File: config.mk
export PLATFORM = sky130hd
export DESIGN_NAME = int_alu
export DESIGN_NICKNAME = d
export VERILOG_FILES = /design/src/rtl/int_alu_pkg.sv /design/src/rtl/int_alu_iter.sv /design/src/rtl/int_alu.sv
export SDC_FILE = /design/constraint.sdc
export NUM_CORES = 2
export LEC_CHECK = 0
export CORE_ASPECT_RATIO = 0.5
export CORE_MARGIN = 3
export CORE_UTILIZATION = 59
export CTS_CLUSTER_DIAMETER = 40
export DETAILED_ROUTE_END_ITERATION = 10
export PLACE_DENSITY = 0.83
export SYNTH_ARGS = -nofsm -noshare
export SYNTH_HDL_FRONTEND = slang
export SYNTH_SLANG_ARGS = --single-unit
File: constraint.sdc
create_clock -name Clk -period 8.98 [get_ports Clk]
set_clock_uncertainty 0.2 [all_clocks]
set_input_delay 1.347 -clock Clk [delete_from_list [all_inputs] [get_ports Clk]]
set_output_delay 1.347 -clock Clk [all_outputs]
set_load 0.02 [all_outputs]
File: src/rtl/int_alu_pkg.sv
// int_alu shared definitions: opcodes, register map, module selects
// and the one-cycle ALU helper.
package int_alu_pkg;

  localparam logic [7:0] OP_ADD = 8'h10;
  localparam logic [7:0] OP_SUB = 8'h11;
  localparam logic [7:0] OP_MUL = 8'h12;
  localparam logic [7:0] OP_DIV = 8'h13;
  localparam logic [7:0] OP_AND = 8'h14;
  localparam logic [7:0] OP_OR  = 8'h15;
  localparam logic [7:0] OP_XOR = 8'h16;

  localparam logic [11:0] REG_SRC1       = 12'd0;
  localparam logic [11:0] REG_SRC2       = 12'd1;
  localparam logic [11:0] REG_RESULT     = 12'd2;
  localparam logic [11:0] REG_STATUS_IN  = 12'd3;
  localparam logic [11:0] REG_STATUS_OUT = 12'd4;

  localparam logic [3:0] MSEL_ENGINE  = 4'h0;
  localparam logic [3:0] MSEL_MEM     = 4'h1;
  localparam logic [3:0] MSEL_IO      = 4'h2;
  localparam logic [3:0] MSEL_INT_ALU = 4'h3;
  localparam logic [3:0] MSEL_FPU     = 4'h4;
  localparam logic [3:0] MSEL_AUX     = 4'h5;

  localparam int DW  = 256;
  localparam int OPW = 32;

  typedef enum logic [1:0] {
    IDLE,
    EXEC1,
    ITERATE,
    DONE
  } state_e;

  function automatic logic is_iter_op(
    input logic [7:0] op
  );
    return (op == OP_MUL) || (op == OP_DIV);
  endfunction

  function automatic logic [63:0] exec1_fn(
    input logic [7:0]     op,
    input logic [OPW-1:0] a,
    input logic [OPW-1:0] b
  );
    logic [63:0] r;
    r = '0;
    case (op)
      OP_ADD: r[32:0] = {1'b0, a} + {1'b0, b};
      // 33-bit difference: bit 32 is the borrow
      OP_SUB: r[32:0] = {1'b0, a} - {1'b0, b};
      OP_AND: r[31:0] = a & b;
      OP_OR:  r[31:0] = a | b;
      OP_XOR: r[31:0] = a ^ b;
      default: r = '0;
    endcase
    return r;
  endfunction

endpackage

File: src/rtl/int_alu_iter.sv
// Shared iterative datapath: shift-add multiply and restoring divide.
// One step per cycle after start; done flags the final step.
module int_alu_iter
  import int_alu_pkg::*;
#(
  parameter int ITER = 32
) (
  input  logic           clk,
  input  logic           rst_n,
  input  logic           start_i,
  input  logic           op_is_div_i,
  input  logic [OPW-1:0] a_i,
  input  logic [OPW-1:0] b_i,
  output logic           done_o,
  output logic [63:0]    result_o
);

  localparam int CW = $clog2(ITER + 1);

  logic          busy_q;
  logic [CW-1:0] cnt_q;
  logic          div_q;
  logic [63:0]   acc_q, acc_d;
  logic [31:0]   x_q, x_d;
  logic [63:0]   y_q, y_d;

  logic [32:0] shifted;
  logic [33:0] diff;

  // acc: product / remainder; x: multiplier / dividend-quotient;
  // y: shifting multiplicand / divisor
  always_comb begin
    acc_d   = acc_q;
    x_d     = x_q;
    y_d     = y_q;
    shifted = {acc_q[31:0], x_q[31]};
    diff    = {1'b0, shifted} - {2'b00, y_q[31:0]};
    if (div_q) begin
      if (!diff[33]) begin
        acc_d = {31'b0, diff[32:0]};
        x_d   = {x_q[30:0], 1'b1};
      end else begin
        acc_d = {32'b0, shifted[31:0]};
        x_d   = {x_q[30:0], 1'b0};
      end
    end else begin
      acc_d = acc_q + (x_q[0] ? y_q : 64'h0);
      x_d   = x_q >> 1;
      y_d   = y_q << 1;
    end
  end

  assign done_o   = busy_q && (cnt_q == CW'(1));
  assign result_o = div_q ? {acc_d[31:0], x_d} : acc_d;

  always_ff @(posedge clk or negedge rst_n) begin
    if (!rst_n) begin
      busy_q <= 1'b0;
      cnt_q  <= '0;
      div_q  <= 1'b0;
      acc_q  <= '0;
      x_q    <= '0;
      y_q    <= '0;
    end else if (start_i) begin
      busy_q <= 1'b1;
      cnt_q  <= CW'(ITER);
      div_q  <= op_is_div_i;
      acc_q  <= '0;
      x_q    <= a_i;
      y_q    <= {32'b0, b_i};
    end else if (busy_q) begin
      acc_q <= acc_d;
      x_q   <= x_d;
      y_q   <= y_d;
      cnt_q <= cnt_q - CW'(1);
      if (cnt_q == CW'(1)) begin
        busy_q <= 1'b0;
      end
    end
  end

endmodule

File: src/rtl/int_alu.sv
// Memory-mapped integer ALU: register file, bus decode and
// control FSM around the iterative multiply/divide unit.
module int_alu
  import int_alu_pkg::*;
#(
  parameter logic [3:0] MODULE_SEL = MSEL_INT_ALU,
  parameter int         ITER       = 32
) (
  input  logic          Clk,
  input  logic          nReset,
  input  logic [15:0]   address,
  input  logic          nRead,
  input  logic          nWrite,
  input  logic [DW-1:0] ExeDataOut,
  output logic [DW-1:0] IntDataOut
);

  logic          sel;
  logic [11:0]   idx;
  logic          busy;
  logic          wr_ok;
  logic          start;
  logic          iter_start;
  logic          iter_done;
  logic [63:0]   iter_result;

  state_e        state_q, state_d;
  logic [DW-1:0] src1_q, src1_d;
  logic [DW-1:0] src2_q, src2_d;
  logic [63:0]   result_q, result_d;
  logic          status_q, status_d;
  logic [7:0]    op_q, op_d;
  logic [31:0]   a_q, a_d;
  logic [31:0]   b_q, b_d;

  assign sel   = (address[15:12] == MODULE_SEL);
  assign idx   = address[11:0];
  assign busy  = (state_q == EXEC1) || (state_q == ITERATE);
  assign wr_ok = sel && !nWrite && !busy;
  assign start = wr_ok && (idx == REG_STATUS_IN);

  assign iter_start = start && is_iter_op(ExeDataOut[7:0]);

  int_alu_iter #(
    .ITER(ITER)
  ) u_iter (
    .clk        (Clk),
    .rst_n      (nReset),
    .start_i    (iter_start),
    .op_is_div_i(ExeDataOut[7:0] == OP_DIV),
    .a_i        (src1_q[31:0]),
    .b_i        (src2_q[31:0]),
    .done_o     (iter_done),
    .result_o   (iter_result)
  );

  always_comb begin
    src1_d = src1_q;
    src2_d = src2_q;
    if (wr_ok && (idx == REG_SRC1)) begin
      src1_d = ExeDataOut;
    end
    if (wr_ok && (idx == REG_SRC2)) begin
      src2_d = ExeDataOut;
    end
  end

  always_comb begin
    state_d  = state_q;
    result_d = result_q;
    status_d = status_q;
    op_d     = op_q;
    a_d      = a_q;
    b_d      = b_q;
    unique case (state_q)
      IDLE, DONE: begin
        if (start) begin
          op_d     = ExeDataOut[7:0];
          a_d      = src1_q[31:0];
          b_d      = src2_q[31:0];
          status_d = 1'b0;
          state_d  = is_iter_op(ExeDataOut[7:0]) ? ITERATE : EXEC1;
        end
      end
      EXEC1: begin
        result_d = exec1_fn(op_q, a_q, b_q);
        status_d = 1'b1;
        state_d  = DONE;
      end
      ITERATE: begin
        if (iter_done) begin
          result_d = iter_result;
          status_d = 1'b1;
          state_d  = DONE;
        end
      end
      default: state_d = IDLE;
    endcase
  end

  always_ff @(posedge Clk or negedge nReset) begin
    if (!nReset) begin
      state_q  <= IDLE;
      src1_q   <= '0;
      src2_q   <= '0;
      result_q <= '0;
      status_q <= 1'b0;
      op_q     <= '0;
      a_q      <= '0;
      b_q      <= '0;
    end else begin
      state_q  <= state_d;
      src1_q   <= src1_d;
      src2_q   <= src2_d;
      result_q <= result_d;
      status_q <= status_d;
      op_q     <= op_d;
      a_q      <= a_d;
      b_q      <= b_d;
    end
  end

  always_comb begin
    IntDataOut = '0;
    if (sel && !nRead) begin
      case (idx)
        REG_SRC1:       IntDataOut = src1_q;
        REG_SRC2:       IntDataOut = src2_q;
        REG_RESULT:     IntDataOut = {192'b0, result_q};
        REG_STATUS_OUT: IntDataOut = {255'b0, status_q};
        default:        IntDataOut = '0;
      endcase
    end
  end

endmodule

==> impl_metrics.py <==
metrics = {
    "global_route": {
        "grt_use_total_pct": 35.41,
        "use_met3_pct": 8.524,
        "antenna_found_initial": 22,
        "grt_pass1_wl_mm": 230.6,
        "grt_pass1_vias": 40053,
        "grt.met2_usage_pct": 55.07,
        "met1_usage_pct": 47.51,
        "top_usage_layer": "met2",
        "grt-ovfl-total": 0,
        "grt_max_degree": 177,
    },
    "clock_network": {
        "ctsResizeCount": 0,
        "cts_tree": "built",
        "numCtsBuffers": 86,
        "cts_setup_buffers": 0,
        "clk_pin_slew_worst_paths_ns": 0.07,
        "holdBufCountCts": 0,
        "clkLatencyLatePin_ns": 0.70,
        "cts_sinks": 819,
        "htreeDepth": 3,
        "clock_path_buffers": 3,
        "cts-root-buf": "clkbuf_16",
    },
    "timing": {
        "fin_crit_sh_pct": 73.60,
        "relSlewSlack_pct": 12.08,
        "fin_setup_tns_ns": 0,
        "tightest_slew_ns": 1.319,
        "rsz0062_at_grt": "false",
        "period_needed_ns": 6.609,
        "max_clock_freq_ghz": 0.1513,
        "whs_ns": 0.2880,
        "final-setup-viol-count": 0,
        "slew_viol_final": 0,
        "worst_slack_ns": 2.371,
        "finalHoldViolCount": 0,
    },
    "yosys": {
        "ys_ff_latch": 819,
        "synth.area.top_cells": "dfrtp_1, mux2_2, ha_1",
        "yosysSeqAreaShare_pct": 43.88,
        "syn_avg_cell_area_um2": 9.790,
        "synth_cell_type_count": 89,
        "synth_fp_nets": 5253,
        "syn_inst": 4771,
        "synth_edf_count": 0,
        "synth_async_sr_flop_share_pct": 100.0,
        "syn_area_mm2": 0.04671,
        "synth_top_area_cell": "dfrtp_1",
        "yosys_warnings": 0,
        "synthFlopType": "dfrtp_1",
        "synth_top_cell_area_share_pct": 43.88,
    },
    "die": {
        "io_pins": 532,
        "dieArea_mm2": 0.08279,
        "die-height_um": 205.0,
        "die_w_um": 403.9,
        "core_mm2": 0.07783,
        "initial_core_util_pct": 60.01,
        "rows": 72,
    },
    "detailed_routing": {
        "via_per_inst": 6.538,
        "drc": 0,
        "dr.pass1.iters": 10,
        "wl_per_cell_um": 24.29,
        "via_count": 40676,
        "routed_wl_mm": 151.1,
        "ant_nets": 0,
        "drt_iter0_markers": 5631,
    },
    "power_and_ir_drop": {
        "leakage_uw": 0.02465,
        "vdd_ir_drop_max_uv": 162.6,
        "power_density_mw_per_mm2": 186.1,
    },
    "flow_run": {
        "cap_violations": 0,
    },
    "finish": {
        "regArea_mm2": 0.02050,
        "multiInputGateArea_mm2": 0.02434,
        "fillers": 5471,
        "area.growth.synth_to_final_pct": 19.32,
        "fin_area_mm2": 0.05573,
        "drive_gt1_share_pct": 14.92,
        "nets": 5578,
    },
    "worst_hold_path": {
        "hold_path_class": "reg -> reg",
    },
    "worst_setup_path": {
        "endpoint_kind": "output pin",
        "crit_fanout": 33,
        "critPathArrivalTime_ns": 5.06,
        "cp.required_ns": 7.43,
        "crit_type": "in -> out",
        "startpoint_type": "input pin",
    },
    "outcome": {
        "outcome": "completed",
    },
    "placed_design": {
        "io_buffer_count": 531,
        "dp_slack_ns": 2.544,
        "globalplace.congestion": 0.9820,
        "place_hpwl_mm": 105.2,
        "place_area_mm2": 0.05257,
    },
}
-- area by class of cell --
type	count	share of cell area, %
Antenna cell	17	0.07633
Clock buffer	113	4.297
Clock inverter	47	1.309
Inverter	170	1.145
Multi-Input combinational cell	3442	43.67
Sequential cell	819	36.78
Tap cell	1036	2.326
Timing Repair Buffer	577	10.39
-- path summary, 6_finish.rpt --
kind / endpoint / slack (ns) / cells after the start / start
hold / removal: result_q[43] / 0.29 / 2 / result_q[43]
setup / recovery: IntDataOut[36] / 2.37 / 10 / address[11]
hold reg to reg: result_q[43] / 0.29 / 2 / result_q[43]
max in group asynchronous: a_q[10] / 6.07 / 3 / nReset
min in group asynchronous: src2_q[99] / 0.43 / 1 / nReset
setup reg to reg: result_q[38] / 3.79 / 15 / u_iter.x_q[0]
-- critical path, cell delays in order --
cell	delay, ns
clkdlybuf4s50_1	0.51
nor2_1	0.33
nand3_1	0.33
nor2_1	0.20
nand2_1	0.14
nor2_4	0.69
buf_4	0.53
a222oi_1	0.18
nor2_1	0.13
clkdlybuf4s50_1	0.62
-- state kept, by name (all words and copies together) (netlist names), 2 cells and up --
signal,cells
src1_q,256
result_q,64
u_iter.y_q,64
u_iter.acc_q,64
b_q,32
u_iter.cnt_q,6
state_q,2
op_q,8
u_iter.x_q,32
a_q,32
src2_q,256
-- cells in the final DEF, fill, tap and decap left out, types with 43 or more instances in the layout --
master           count
dfrtp_1            816
clkdlybuf4s50_1    530
mux2_2             529
nor2_1             477
nand2_1            381
o21ai_0            304
a21oi_1            298
ha_1               202
a22oi_1            199
inv_1              167
clkbuf_16           87
and2_1              79
xnor2_1             77
a31oi_1             72
a21o_1              68
a222oi_1            64
mux2i_1             59
nand3_1             49
a22o_1              43
-- power by group --
group | switching [uW] | internal (uW)
clock | 1680 | 2210
combinational | 1510 | 939
sequential | 172 | 3850
total | 3370 | 7000
-- cells in the mapped netlist (72+ instances only) --
master	n
a21oi_1	298
a22oi_1	199
a31oi_1	72
and2_1	79
clkbuf_1	280
dfrtp_1	819
ha_1	202
inv_1	169
mux2_2	529
nand2_1	382
nor2_1	483
o21ai_0	304
xnor2_1	77
-- through the flow --
step	cells	total power (uW)	utilization, %
floorplan	4771	5603	-
global placement	6044	6402	67.54
detailed placement	6044	6457	67.54
CTS	6204	10320	71.55
global route	6218	10800	71.60
finish	6221	10370	71.60
-- cell families (layout without fill, tap and decap cells) --
logic type / Yosys count / in the layout / share of synthesized area (%)
adder cells (fa/ha/maj): 206 / 206 / 5.582
flip-flops: 819 / 819 / 43.88
other: 0 / 17 / 0
multiplexers: 589 / 589 / 14.04
XOR/XNOR: 117 / 117 / 2.194
buffers and inverters: 510 / 907 / 4.205
AO/OA/AOI/OAI: 1349 / 1349 / 19.02
AND/OR/NAND/NOR: 1181 / 1181 / 11.08
-- routing by layer --
| layer | up-vias | wire, um |
|---|---|---|
| li1 | 17892 | - |
| met5 | - | 39 |
| met3 | 426 | 15620 |
| met4 | 6 | 6475 |
| met2 | 2218 | 68670 |
| met1 | 20134 | 60330 |
No activity file was read; power rests on OpenSTA's default activity.
